File: src/rtl/alu_core_if.sv
// Operation request and result bus between decode and write-back.
// The master drives start/opcode/operands; the slave returns busy/done, the result and flags.
interface alu_core_if #(
   parameter int WIDTH = 8
);
   logic             start;
   logic [3:0]       opcode;
   logic [WIDTH-1:0] ain;
   logic [WIDTH-1:0] bin;
   logic             busy;
   logic             done;
   logic [WIDTH-1:0] out;
   logic             carry;
   logic             zero;
   logic             overflow;
   logic             illegal;

   modport master (
      output start, opcode, ain, bin,
      input  busy, done, out, carry, zero, overflow, illegal
   );

   modport slave (
      input  start, opcode, ain, bin,
      output busy, done, out, carry, zero, overflow, illegal
   );
endinterface

File: src/rtl/alu_core.sv
// Multi-cycle ALU: add/sub/invert complete 1 edge after acceptance, shifts by N take N+1 edges.
// One operation at a time: start is ignored while busy; done pulses one cycle and start may be accepted in that same cycle.
module alu_core #(
   parameter int WIDTH = 8,
   parameter int SHW   = $clog2(WIDTH)
) (
   input logic       clock,
   input logic       reset,
   alu_core_if.slave bus
);

   localparam logic [3:0] OP_ADD = 4'b0001;
   localparam logic [3:0] OP_SUB = 4'b0010;
   localparam logic [3:0] OP_INV = 4'b0011;
   localparam logic [3:0] OP_LSR = 4'b1000;
   localparam logic [3:0] OP_LSL = 4'b1001;
   localparam logic [3:0] OP_ASR = 4'b1010;
   localparam logic [SHW-1:0] CNT_ONE = 1;

   typedef enum logic {IDLE, EXEC} state_t;

   state_t           state;
   logic [3:0]       op_q;
   logic [WIDTH-1:0] work_q;
   logic [WIDTH-1:0] b_q;
   logic [SHW-1:0]   count_q;
   logic             last_q;

   logic [WIDTH:0]   add_sum;
   logic [WIDTH:0]   sub_sum;
   logic [WIDTH-1:0] shift_nxt;
   logic             shift_bit;
   logic             is_shift;

   assign add_sum = {1'b0, work_q} + {1'b0, b_q};
   assign sub_sum = {1'b0, work_q} + {1'b0, ~b_q} + {{WIDTH{1'b0}}, 1'b1};

   always_comb begin
      shift_nxt = work_q;
      shift_bit = 1'b0;
      is_shift  = 1'b1;
      case (op_q)
         OP_LSR: begin
            shift_nxt = {1'b0, work_q[WIDTH-1:1]};
            shift_bit = work_q[0];
         end
         OP_LSL: begin
            shift_nxt = {work_q[WIDTH-2:0], 1'b0};
            shift_bit = work_q[WIDTH-1];
         end
         OP_ASR: begin
            shift_nxt = {work_q[WIDTH-1], work_q[WIDTH-1:1]};
            shift_bit = work_q[0];
         end
         default: is_shift = 1'b0;
      endcase
   end

   always_ff @(posedge clock or posedge reset) begin
      if (reset) begin
         state        <= IDLE;
         op_q         <= '0;
         work_q       <= '0;
         b_q          <= '0;
         count_q      <= '0;
         last_q       <= 1'b0;
         bus.busy     <= 1'b0;
         bus.done     <= 1'b0;
         bus.out      <= '0;
         bus.carry    <= 1'b0;
         bus.zero     <= 1'b0;
         bus.overflow <= 1'b0;
         bus.illegal  <= 1'b0;
      end else begin
         bus.done <= 1'b0;
         case (state)
            IDLE: begin
               if (bus.start) begin
                  op_q     <= bus.opcode;
                  work_q   <= bus.ain;
                  b_q      <= bus.bin;
                  count_q  <= bus.bin[SHW-1:0];
                  last_q   <= 1'b0;
                  bus.busy <= 1'b1;
                  state    <= EXEC;
               end
            end
            EXEC: begin
               if (is_shift && count_q != '0) begin
                  work_q  <= shift_nxt;
                  last_q  <= shift_bit;
                  count_q <= count_q - CNT_ONE;
               end else begin
                  bus.done    <= 1'b1;
                  bus.busy    <= 1'b0;
                  bus.illegal <= 1'b0;
                  state       <= IDLE;
                  case (op_q)
                     OP_ADD: begin
                        bus.out      <= add_sum[WIDTH-1:0];
                        bus.carry    <= add_sum[WIDTH];
                        bus.zero     <= (add_sum[WIDTH-1:0] == '0);
                        bus.overflow <= (work_q[WIDTH-1] == b_q[WIDTH-1]) &&
                                        (add_sum[WIDTH-1] != work_q[WIDTH-1]);
                     end
                     OP_SUB: begin
                        bus.out      <= sub_sum[WIDTH-1:0];
                        bus.carry    <= sub_sum[WIDTH];
                        bus.zero     <= (sub_sum[WIDTH-1:0] == '0);
                        bus.overflow <= (work_q[WIDTH-1] != b_q[WIDTH-1]) &&
                                        (sub_sum[WIDTH-1] != work_q[WIDTH-1]);
                     end
                     OP_INV: begin
                        bus.out      <= ~work_q;
                        bus.carry    <= 1'b0;
                        bus.zero     <= (~work_q == '0);
                        bus.overflow <= 1'b0;
                     end
                     OP_LSR, OP_LSL, OP_ASR: begin
                        bus.out      <= work_q;
                        bus.carry    <= last_q;
                        bus.zero     <= (work_q == '0);
                        bus.overflow <= 1'b0;
                     end
                     // Undefined opcode: result and flags keep their previous values.
                     default: bus.illegal <= 1'b1;
                  endcase
               end
            end
         endcase
      end
   end

endmodule

File: src/flat_wrapper.sv
// flat-port wrapper written by rule: the top's interface ports become plain ports
module alu_core_flat 
#(
   parameter int WIDTH = 8,
   parameter int SHW   = $clog2(WIDTH)
)
  (clock, reset, bus_start, bus_opcode, bus_ain, bus_bin, bus_busy, bus_done, bus_out, bus_carry, bus_zero, bus_overflow, bus_illegal);
  alu_core_if #(.WIDTH(WIDTH)) bus_i ();
  input logic clock;
  input logic reset;
  input wire logic [$bits(bus_i.start)-1:0] bus_start;
  input wire logic [$bits(bus_i.opcode)-1:0] bus_opcode;
  input wire logic [$bits(bus_i.ain)-1:0] bus_ain;
  input wire logic [$bits(bus_i.bin)-1:0] bus_bin;
  output wire logic [$bits(bus_i.busy)-1:0] bus_busy;
  output wire logic [$bits(bus_i.done)-1:0] bus_done;
  output wire logic [$bits(bus_i.out)-1:0] bus_out;
  output wire logic [$bits(bus_i.carry)-1:0] bus_carry;
  output wire logic [$bits(bus_i.zero)-1:0] bus_zero;
  output wire logic [$bits(bus_i.overflow)-1:0] bus_overflow;
  output wire logic [$bits(bus_i.illegal)-1:0] bus_illegal;
  assign bus_i.start = bus_start;
  assign bus_i.opcode = bus_opcode;
  assign bus_i.ain = bus_ain;
  assign bus_i.bin = bus_bin;
  assign bus_busy = bus_i.busy;
  assign bus_done = bus_i.done;
  assign bus_out = bus_i.out;
  assign bus_carry = bus_i.carry;
  assign bus_zero = bus_i.zero;
  assign bus_overflow = bus_i.overflow;
  assign bus_illegal = bus_i.illegal;
  alu_core #(.WIDTH(WIDTH), .SHW(SHW)) u_core (.clock(clock), .reset(reset), .bus(bus_i));
endmodule
File: config.mk
export PLATFORM = sky130hd
export DESIGN_NAME = alu_core_flat
export DESIGN_NICKNAME = d
export VERILOG_FILES = /design/src/rtl/alu_core_if.sv /design/src/rtl/alu_core.sv /design/src/flat_wrapper.sv
export SDC_FILE = /design/constraint.sdc
export NUM_CORES = 1
export LEC_CHECK = 0
export ABC_AREA = 1
export BUFFER_PORTS_ARGS = -buffer_cell sky130_fd_sc_hd__buf_2
export CORE_ASPECT_RATIO = 0.8
export CORE_UTILIZATION = 60
export CTS_BUF_LIST = sky130_fd_sc_hd__clkbuf_8
export CTS_CLUSTER_SIZE = 12
export DETAILED_ROUTE_END_ITERATION = 16
export GPL_TIMING_DRIVEN = 0
export PLACE_DENSITY_LB_ADDON = 0.15
export SLEW_MARGIN = 20
export SYNTH_ARGS = -nofsm -noshare
export SYNTH_HDL_FRONTEND = slang
export SYNTH_SLANG_ARGS = --single-unit
File: constraint.sdc
create_clock -name clock -period 3.5 [get_ports clock]
set_input_delay 0.175 -clock clock [delete_from_list [all_inputs] [get_ports clock]]
set_output_delay 0.175 -clock clock [all_outputs]
set_load 0.1 [all_outputs]
==> run metrics <==
Total Routing Usage GR=0.313; syn_nets=442; Clock Latency Late Sink=0.30 ns; Rows=22; Die ar.=5210 um^2; maximum clock path buffer count=2; Final Hold Vio Count=0; Filler cells=421; final WL=7.41 mm; Syn Std Cell Area=roughly 3000 um^2; Max Cap Viol=0; Die Width=80.5 um; Final period util=0.680; Worst Setup Path Type=flop to flop; Routed wire per std cell=about 15 um; CTS sink count=39; Hold Path Class=input pin to flop; multiplexer area fraction after synthesis=0.0191; PortBufs=36; relative slew slack=0.588; status=finished clean; DIE HEIGHT=64.8 um; async set or reset register ratio after synthesis=1.00; type of destination of the critical path=flop; simple-gate portion of the synthesized area=0.296; layout cells sized above 1=0.184; DRC viols=0; number of flops mapped to enable cells by yosys=0; global-route wire length before repair=12.3 mm; GP Congestion=about 0.95; Slew Viols, Final=0; Netlist cell types=44; Seq/Total Area, Yosys=0.330; clk slew on worst S/H paths=0.08 ns; CP max-delay cell=dfrtp_1; dpl ws=1.16 ns; initial drt markers=284; core area=~4700 um^2; worst slew pin tran=about 0.6 ns; Post-synth top flop=dfrtp_1; synth-to-layout area growth=12.7%; critical path arrival=2.56 ns; multi-input logic area=1650 um^2; cts repair resizes=0; Clock Skew=0.00344 ns; Max Fclk=420 MHz; largest net degree at the start of global routing=23; crit-path cells=inv_1 > ha_1 > fa_1 > inv_1 > nand2_1 > nand2_1 > nand3_1 > nand2_1 > nand2_1 > nand2_1 > nor2_1 > nor3_1 > o21ai_0; antenna viol nets, final=0; CTS tree=done; Seq. cell area=about 980 um^2; largest family of logic cells by synthesized area=simple AND/OR/NAND/NOR gates; total number of vias=2888; Num CTS Buffers=5; unrepaired setup endpoints after global routing=false; root buffer cell=clkbuf_8; antenna cells=0; CP dominant cell by count=nand2_1; Synth Area in XOR/XNOR=0.00593; Setup Viol. Count Final=0; CP top delay family=simple AND/OR/NAND/NOR gates; CP max stage delay=0.46 ns; initial antenna violation count=0; Final Worst Setup Slack=1.12 ns; worst-path fanout max=6; WP data required=3.68 ns; starting density of the core=0.635; compound-gate portion of the synthesized area=0.148; flops & latches, synth=39; yosys warns=0; Worst R2R Setup Slack=around 1.1 ns; Ports=37; Vias per Instance=between 5 and 6; area share of fa/ha/maj cells after synthesis=0.0898; postcts setup bufs=0; Critical Path Start Type=flop; Setup TNS=0 ns; H-tree Lvls=2; vias in the first global route=about 2600; fin nets=487; Detailed Place HPWL=5.75 mm; CTS hold repair buffers=1; Synth Instances=399; final global-route overflow total=0; minimum clock period after layout=2.38 ns; DR pass1 iterations=6; CP Buf/Inv Count=2; Avg Cell Area, Syn=roughly 7.4 um^2
-- cells by family after synthesis --
kind of cell               after synthesis
and+or+nand+nor                        188
AOI/OAI and AO/OA                       74
buffers and inverters                   71
DFF                                     39
adders and majority gates               20
muxes                                    5
xor gates and xnor gates                 2
-- Yosys cell counts (all sizes together) (3+ instances only) --
cell / count / share of area
nor4: 4 / 0.0085
nand4: 7 / 0.015
nand3: 33 / 0.059
o311ai: 3 / 0.0089
a21oi: 27 / 0.046
clkbuf: 3 / 0.0042
nor3: 3 / 0.0051
mux2: 5 / 0.019
nand2: 100 / 0.15
or2: 3 / 0.0064
nor2: 38 / 0.053
inv: 59 / 0.082
buf: 9 / 0.024
ha: 18 / 0.076
o21ai: 33 / 0.061
dfrtp: 39 / 0.33
-- final timing paths --
path / startpoint / end / depth (start not counted)
max in group asynchronous: reset / u_core.work_q[2]$_DFFE_PP0P_ / 4
worst min register to register: u_core.bus.busy$_DFFE_PP0P_ / u_core.bus.busy$_DFFE_PP0P_ / 2
worst min-delay path: bus_opcode[1] / u_core.op_q[1]$_DFFE_PP0P_ / 2
min in group asynchronous: reset / u_core.bus.illegal$_DFFE_PP0P_ / 3
worst max register to register: u_core.work_q[0]$_DFFE_PP0P_ / u_core.bus.out[6]$_DFFE_PP0P_ / 13
worst max-delay path: u_core.work_q[0]$_DFFE_PP0P_ / u_core.bus.out[6]$_DFFE_PP0P_ / 13
-- stage by stage --
step                 util  hold slack, ns  cells  area, um^2
detailed placement  0.696           0.206    496        3240
floorplan               -           0.326    399        2950
global route        0.715           0.116    505        3330
finish              0.715           0.112    505        3330
global placement    0.690           0.405    495        3210
CTS                 0.715           0.114    505        3330
-- layout by cell type, fill, tap and decap left out, drive strengths merged --
master,n
o221ai,2
nand3,33
or2,3
o21ai,33
ha,18
o211ai,2
clkbuf,8
nand4,7
mux2,5
a2bb2oi,1
o22ai,1
nor4,4
a41oi,1
nand2,100
o311ai,3
dlygate4sd3,1
o32ai,1
inv,61
fa,2
nor3,3
o22a,2
buf,46
dfrtp,39
nor2,38
a21oi,27
xor2,2
a211oi,1
clkinv,1
-- layout make-up --
type,count,share of cell area
plain buffers,12,0.0252
clock buffers,5,0.0207
clock inverters,3,0.00376
inverters,59,0.0726
multi-input cells,289,0.497
flip-flops and latches,39,0.293
well taps,60,0.0226
repair buffers,38,0.0654
-- sequential cells by signal (all words and copies together), names as in the netlist --
signal and flops:
u_core.bus.overflow 1, u_core.work_q 8, u_core.bus.done 1, u_core.bus.illegal 1, u_core.count_q 3, u_core.last_q 1, u_core.bus.carry 1, u_core.bus.busy 1
u_core.bus.zero 1, u_core.op_q 4, u_core.b_q 8, u_core.bus.out 8, u_core.state 1
-- layer usage --
layer	vias to the layer above	share of wire	track usage
li1	1396	-	-
met1	1364	0.49	0.476
met2	115	0.43	0.452
met3	13	0.068	0.0535
met4	0	0.014	0.0848
met5	-	0	0
Power is left out: the tool's default activity adds up to more than one toggle a clock period on the data nets, which glitch-free logic cannot reach.
